`src/rtl/jk_bist.sv`:
```
// ============================================================================
// Module   : jk_bist
// Purpose  : Built-in self-test engine for one JK flop on the same clock.
//            It drives j/k, checks q against a reference model and reports the results.
// Option   : JK_BIST_LFSR_EN selects LFSR-sourced vectors (seed 8'hA5).
// Revision : 1.0 - initial release
// ============================================================================
`default_nettype none

module jk_bist #(
  parameter int         NUM_VECTORS = 8,
  parameter logic [1:0] START_JK    = 2'b00,
  parameter int         CNT_W       = 8
) (
  input  logic             clk,
  input  logic             rst_n,
  input  logic             start,
  input  logic             q_i,
  output logic             j_o,
  output logic             k_o,
  output logic             busy,
  output logic             done,
  output logic             pass,
  output logic [CNT_W-1:0] err_cnt,
  output logic [CNT_W-1:0] first_err_idx
);

  localparam int c_nv_w = $clog2(NUM_VECTORS + 1);
  localparam int c_iw   = (c_nv_w >= CNT_W) ? c_nv_w + 1 : CNT_W + 1;
  localparam logic [CNT_W-1:0] c_ones = '1;

  typedef enum logic [2:0] {
    S_IDLE  = 3'd0,
    S_INIT  = 3'd1,
    S_RUN   = 3'd2,
    S_FLUSH = 3'd3,
    S_DONE  = 3'd4
  } state_t;

  state_t          r_state, w_state_nx;
  logic [c_iw-1:0] r_cnt, w_cnt_nx;
  logic [1:0]      r_jk, w_jk_nx;
  logic [1:0]      w_vec_first, w_vec_next;
  logic            w_start_ok, w_cmp_en, r_mq, w_mq_nx;
  logic [CNT_W-1:0] w_sat_idx;

`ifdef JK_BIST_LFSR_EN
  logic [7:0] r_lfsr, w_lfsr_step;
  assign w_lfsr_step = {r_lfsr[6:0], r_lfsr[7] ^ r_lfsr[5] ^ r_lfsr[4] ^ r_lfsr[3]};
  assign w_vec_first = r_lfsr[1:0];
  assign w_vec_next  = w_lfsr_step[1:0];

  always_ff @(posedge clk or negedge rst_n) begin
    if (!rst_n)                r_lfsr <= 8'hA5;
    else if (w_start_ok)       r_lfsr <= 8'hA5;
    else if (r_state == S_RUN) r_lfsr <= w_lfsr_step;
  end
`else
  assign w_vec_first = START_JK;
  assign w_vec_next  = r_jk + 2'd1;
`endif

  always_ff @(posedge clk or negedge rst_n) begin
    if (!rst_n) begin
      r_state <= S_IDLE;
      r_cnt   <= '0;
      r_jk    <= 2'b00;
    end else begin
      r_state <= w_state_nx;
      r_cnt   <= w_cnt_nx;
      r_jk    <= w_jk_nx;
    end
  end

  // The counter keeps running into FLUSH so it doubles as the compare index.
  always_comb begin
    w_state_nx = r_state;
    w_cnt_nx   = r_cnt;
    w_jk_nx    = r_jk;
    w_start_ok = 1'b0;
    w_cmp_en   = 1'b0;
    case (r_state)
      S_IDLE, S_DONE: begin
        w_jk_nx = 2'b00;
        if (start) begin
          w_state_nx = S_INIT;
          w_cnt_nx   = '0;
          w_jk_nx    = 2'b01;
          w_start_ok = 1'b1;
        end
      end
      S_INIT: begin
        w_cnt_nx = r_cnt + c_iw'(1);
        if (r_cnt == c_iw'(1)) begin
          w_state_nx = S_RUN;
          w_cnt_nx   = '0;
          w_jk_nx    = w_vec_first;
        end
      end
      S_RUN: begin
        w_cmp_en = 1'b1;
        w_cnt_nx = r_cnt + c_iw'(1);
        w_jk_nx  = w_vec_next;
        if (r_cnt == c_iw'(NUM_VECTORS - 1)) begin
          w_state_nx = S_FLUSH;
          w_jk_nx    = 2'b00;
        end
      end
      S_FLUSH: begin
        w_cmp_en   = 1'b1;
        w_state_nx = S_DONE;
        w_jk_nx    = 2'b00;
      end
      default: begin
        w_state_nx = S_IDLE;
        w_jk_nx    = 2'b00;
      end
    endcase
  end

  always_comb begin
    case (r_jk)
      2'b00:   w_mq_nx = r_mq;
      2'b01:   w_mq_nx = 1'b0;
      2'b10:   w_mq_nx = 1'b1;
      default: w_mq_nx = ~r_mq;
    endcase
  end

  assign w_sat_idx = (r_cnt >= c_iw'(c_ones)) ? c_ones : r_cnt[CNT_W-1:0];

  always_ff @(posedge clk or negedge rst_n) begin
    if (!rst_n) begin
      r_mq          <= 1'b0;
      err_cnt       <= '0;
      first_err_idx <= c_ones;
    end else begin
      if (r_state == S_INIT)
        r_mq <= 1'b0;
      else if (w_cmp_en)
        r_mq <= w_mq_nx;

      if (w_start_ok) begin
        err_cnt       <= '0;
        first_err_idx <= c_ones;
      end else if (w_cmp_en && (q_i != r_mq)) begin
        if (err_cnt != c_ones)
          err_cnt <= err_cnt + CNT_W'(1);
        if (first_err_idx == c_ones)
          first_err_idx <= w_sat_idx;
      end
    end
  end

  assign j_o  = r_jk[1];
  assign k_o  = r_jk[0];
  assign busy = (r_state == S_INIT) || (r_state == S_RUN) || (r_state == S_FLUSH);
  assign done = (r_state == S_DONE);
  assign pass = done && (err_cnt == '0);

endmodule

`default_nettype wire

```
`config.mk`:
```
export PLATFORM = sky130hd
export DESIGN_NAME = jk_bist
export DESIGN_NICKNAME = d
export VERILOG_FILES = /design/src/rtl/jk_bist.sv
export SDC_FILE = /design/constraint.sdc
export NUM_CORES = 1
export LEC_CHECK = 0
export CAP_MARGIN = 20
export CELL_PAD_IN_SITES_DETAIL_PLACEMENT = 0
export CELL_PAD_IN_SITES_GLOBAL_PLACEMENT = 2
export CORE_ASPECT_RATIO = 0.8
export CORE_MARGIN = 4
export CORE_UTILIZATION = 30
export CTS_CLUSTER_DIAMETER = 50
export DETAILED_ROUTE_END_ITERATION = 8
export PLACE_DENSITY = 0.77
export SYNTH_ARGS = -nofsm -noshare
export SYNTH_HDL_FRONTEND = slang
export SYNTH_SLANG_ARGS = --single-unit
```
`constraint.sdc`:
```
create_clock -name clk -period 2.64 [get_ports clk]
set_clock_uncertainty 0.2 [all_clocks]
set_input_delay 0.528 -clock clk [delete_from_list [all_inputs] [get_ports clk]]
set_output_delay 0.528 -clock clk [all_outputs]
set_load 0.05 [all_outputs]
```
### Yosys cells after proc, flatten, opt, wreduce, memory -nomap -nowiden

Index checks and enable logic that the tools add are counted.

* add/subtract/negate cells: 3
* magnitude comparators: 1
* equality and inequality tests: 15
* muxes and demuxes: 24
* bitwise gates (word level): 1
* reduce and logical (&&, ||, !) cells: 19

Operator list (count)
* 8-bit 2-to-1 mux: 7
* 9-bit one-hot mux with 3 select lines: 1
* 9-bit 2-to-1 mux: 2
* 3-bit one-hot mux with 4 select lines: 1
* 9-bit by 1-bit adder with 9-bit output (second input constant): 1
* 9-bit by 1-bit equality test with 1-bit output (second input constant): 1
* 9-bit by 3-bit equality test with 1-bit output (second input constant): 1
* 9-bit by 8-bit >= comparator with 1-bit output (second input constant): 1
* 3-bit 2-to-1 mux: 3
* 8-bit by 1-bit adder with 8-bit output (second input constant): 1
* 8-bit equality test (second input constant): 1
* 8-bit logical NOT: 1
* 2-bit != test (second input constant): 4
* 8-bit != test (second input constant): 1
* 2-bit AND reduction: 4
* 2-bit nonzero test: 4
* 3-bit by 2-bit equality test with 1-bit output (second input constant): 2
* 1-bit 2-to-1 mux: 6
* 2-bit one-hot mux with 3 select lines: 1
* 2-bit 2-to-1 mux: 2
* 2-bit OR reduction: 2
* 3-bit by 1-bit equality test with 1-bit output (second input constant): 1
* 3-bit equality test (second input constant): 1
* 3-bit logical NOT: 1
* other kinds (11): 13

* register bits after elaboration: 31
* input port bits: 4
* output and inout bits: 21
* word-level logic and storage cells: 69

### Depth between registers and ports, before layout

* depth in word-level cells: 6
* depth in mapped cells: 9
* gate-level depth less buffers: 7

### Worst setup path after synthesis

No wires, ideal clock.

* path type: register to output
* start point: register err_cnt[0]
* end point: output port pass
* arrival time: 1.535 ns
* data required time: 1.912 ns
* setup slack: 0.377 ns
* cell stages (with the launch flop): 5
* path buffers: 0
* cell sequence: dfrtp_1 -> inv_1 -> ha_1 -> nor4b_1 -> and3_1

* cells in the longest elaborated chain, start to end: 2

Ends and longest elaborated chain
* from (decl): RTL line 24 `output logic [CNT_W-1:0] err_cnt,`
* from (signal assigned): RTL line 148 `err_cnt <= err_cnt + CNT_W'(1);`
* 8-bit logical NOT: RTL line 159 `assign pass = done && (err_cnt == '0);`
* 1-bit logical AND: RTL line 159
* to (decl): RTL line 23 `output logic pass,`

Every way passes these cells.

### Worst setup path in the final report

* start point: register r_state[1]
* end point: output port busy

* cells in the longest elaborated chain, start to end: 3
* elaborated cells between the ends (all ways): 5
* classes of those cells: eq/ne (3); reduce/logical (2)

Ends and longest elaborated chain
* from (decl): RTL line 40 `state_t r_state, w_state_nx;`
* from (signal assigned): RTL line 69 `r_state <= w_state_nx;`
* 3-bit by 1-bit equality test with 1-bit output / 3-bit by 2-bit equality test with 1-bit output (equally long branches): RTL line 157 `assign busy = (r_state == S_INIT) || (r_state == S_RUN) || (r_state == S_FLUSH);`
* 1-bit logical OR: RTL line 157
* 1-bit logical OR *: RTL line 157
* to (decl): RTL line 21 `output logic busy,`

Every way passes the cells marked *; elsewhere a longest branch is shown, timed or not.

==> results.tsv <==
metric	value	unit
synth_compound_area_frac	0.1484	
ant_nets	0	
post-route-drc-count	0	
die_x	91.40	um
slew_headroom	0.6530	
fillerInstances	518	
drt_iter0_drc	88	
synth_common_cells	dfrtp_1 (23), nand2_1 (18), nor2_1 (14)	
die_h	74.72	um
synth-simple-area-share	0.2294	
synth_xor_xnor_area_share	0.02624	
post_cts_buffers	0	
setup_viol	0	
synthAdderAreaFrac	0.05247	
synth_top_area_frac	0.3448	
ys_top_cells_by_area	dfrtp_1 (34%), dfstp_2 (13%), ha_1 (5.2%), nand2_1 (4.0%), o22a_1 (3.7%)	
whs_path_depth	2	
clk_latency	0.28	ns
num_rows	23	
maxSlewViolCount	0	
n_antenna_cell	0	
cts_buffer_depth	2	
worstRegToRegCells	7	
num_vias	1390	
ys_seq_area_frac	0.4708	
synth_most_common_cell	dfrtp_1	
fmax	387.9	MHz
io_buffers	24	
crit_fanout	7	
utilization	0.4104	
cp.required	1.91	ns
status	finished clean	
worst_pin_slew	0.5168	ns
drt-pass1-iter-count	4	
clock-sinks	31	
r2r-start	r_cnt[1]	
hp-class	reg -> reg	
irDropWorstVdd	0.5232	mV
grt_pass1_vias	1427	
final_hold_viol_count	0	
nets	213	
synth_top_cell_by_area	dfrtp_1	
async_flop_share	1.000	
gp_congestion	0.7850	
setup_tns	0	ns
ys.flop_type	dfrtp_1	
grt_pass1_wl	7334	um
critPathKind	reg -> out	
synth_edf_count	0	
synth_top_family_by_area	simple AND/OR/NAND/NOR gates	
grt_max_degree	32	
grt_usage	0.1395	
die-area	6829	um^2
dp_hpwl	3085	um
place_area	2008	um^2
syn-mean-instance-area	9.704	um^2
post_synth_mux_area_share	0.03598	
rsz0062_at_grt	false	
p_leak	0.0008910	uW
core_area	5180	um^2
syn_to_final_growth	27.36	%
cellPowerDensity	1207	nW/um^2
timing.rr.end	first_err_idx[0]	
critPathArrivalTime	1.85	ns
min_from	first_err_idx[7]	
final_area	2126	um^2
cts_tree	built	
min_period	2.578	ns
r2r_setup_slack	0.38	ns
cts.clk_slew.worst_paths	0.07	ns
end_kind	output pin	
drive_gt1_frac	0.1182	
htree_levels	2	
synth_area	1669	um^2
cp-start-kind	flop	
initial_core_util	0.3222	
synth_warnings	0	
min_period_over_period	0.9766	
post_cts_resized	0	
holdBufCountCts	0	
wl_per_cell	16.34	um
tritoncts.num_buffers	5	
syn_inst	172	
syn_nets	183	
synth-seq-cells	31	
grt_overflow	0	
routed_wl	4331	um
routed_via_density	5.245	
root_buffer	clkbuf_8	
antenna_found_initial	0	
maxCapViolCount	0	
synth_cell_types	40	
hold_end	first_err_idx[7]	
io_pins	25	
==> cell usage in the layout (no fill, tap or decap), types with 7 or more instances in the layout <==
master	synthesis	final
dfrtp_1	23	23
dfstp_2	8	8
nand2_1	18	18
nand3_1	8	8
inv_1	10	10
nor2_1	14	14
ha_1	7	7
o22a_1	7	7
clkdlybuf4s50_1	0	22
==> metrics by stage <==
stage | total power (uW) | std cells | hold WS (ns) | worst slack [ns]
2_1_floorplan | 1666 | 172 | 0.03241 | 0.3771
3_3_place_gp | 2062 | 257 | 0.2778 | 0.1741
3_5_place_dp | 2088 | 257 | 0.2909 | 0.1512
4_1_cts | 2585 | 265 | 0.3126 | 0.07092
5_1_grt | 2749 | 265 | 0.3315 | 0.02222
6_report | 2566 | 265 | 0.3090 | 0.06186
==> worst max path at each step <==
stage               start        to  slack (ns)  cells past startpoint
2_1_floorplan  err_cnt[0]      pass        0.38                      4
3_3_place_gp        start  r_cnt[5]        0.17                      5
3_5_place_dp        start  r_cnt[7]        0.15                      5
4_1_cts        r_state[1]      busy        0.07                      3
5_1_grt        r_state[1]      busy        0.02                      3
6_report       r_state[1]      busy        0.06                      3
==> critical path, stage by stage, from the launching register on <==
cell and delay [ns]:
dfrtp_1 0.47, nor2_1 0.10, nor2_1 0.17, clkdlybuf4s50_1 0.83
==> where the power goes <==
part           internal (uW)  switching, uW  leakage [uW]  total, uW
sequential               635            147      0.000392        782
combinational            479            821      0.000438       1300
clock                    305            179     0.0000612        484
==> layout make-up <==
class / count / area, um^2 / share of cell area
well taps: 62 / 77.57 / 0.03649
clock buffers: 6 / 82.58 / 0.03885
flip-flops and latches: 31 / 785.8 / 0.3696
inverters: 10 / 37.54 / 0.01766
multi-input cells: 125 / 822.0 / 0.3867
clock inverters: 2 / 35.03 / 0.01648
repair buffers: 29 / 285.3 / 0.1342
==> routing by layer <==
metal / global-route usage / share of wire / up-vias
met5: 0 / 0 / -
li1: - / - / 683
met1: 0.1996 / 0.55 / 676
met2: 0.2024 / 0.41 / 24
met4: 0.05853 / 0.016 / 0
met3: 0.03397 / 0.030 / 7
==> sequential cells by signal, indices dropped and copies added (netlist names) <==
register	cells
err_cnt	8
first_err_idx	8
r_cnt	9
r_jk	2
r_mq	1
r_state	3
==> logic make-up after synthesis <==
group / after synthesis
compound gates: 35
xor+xnor: 5
flops: 31
buf+inv: 16
fa+ha+maj: 7
simple gates: 72
mux: 6
(Power assumes the default switching activity.)
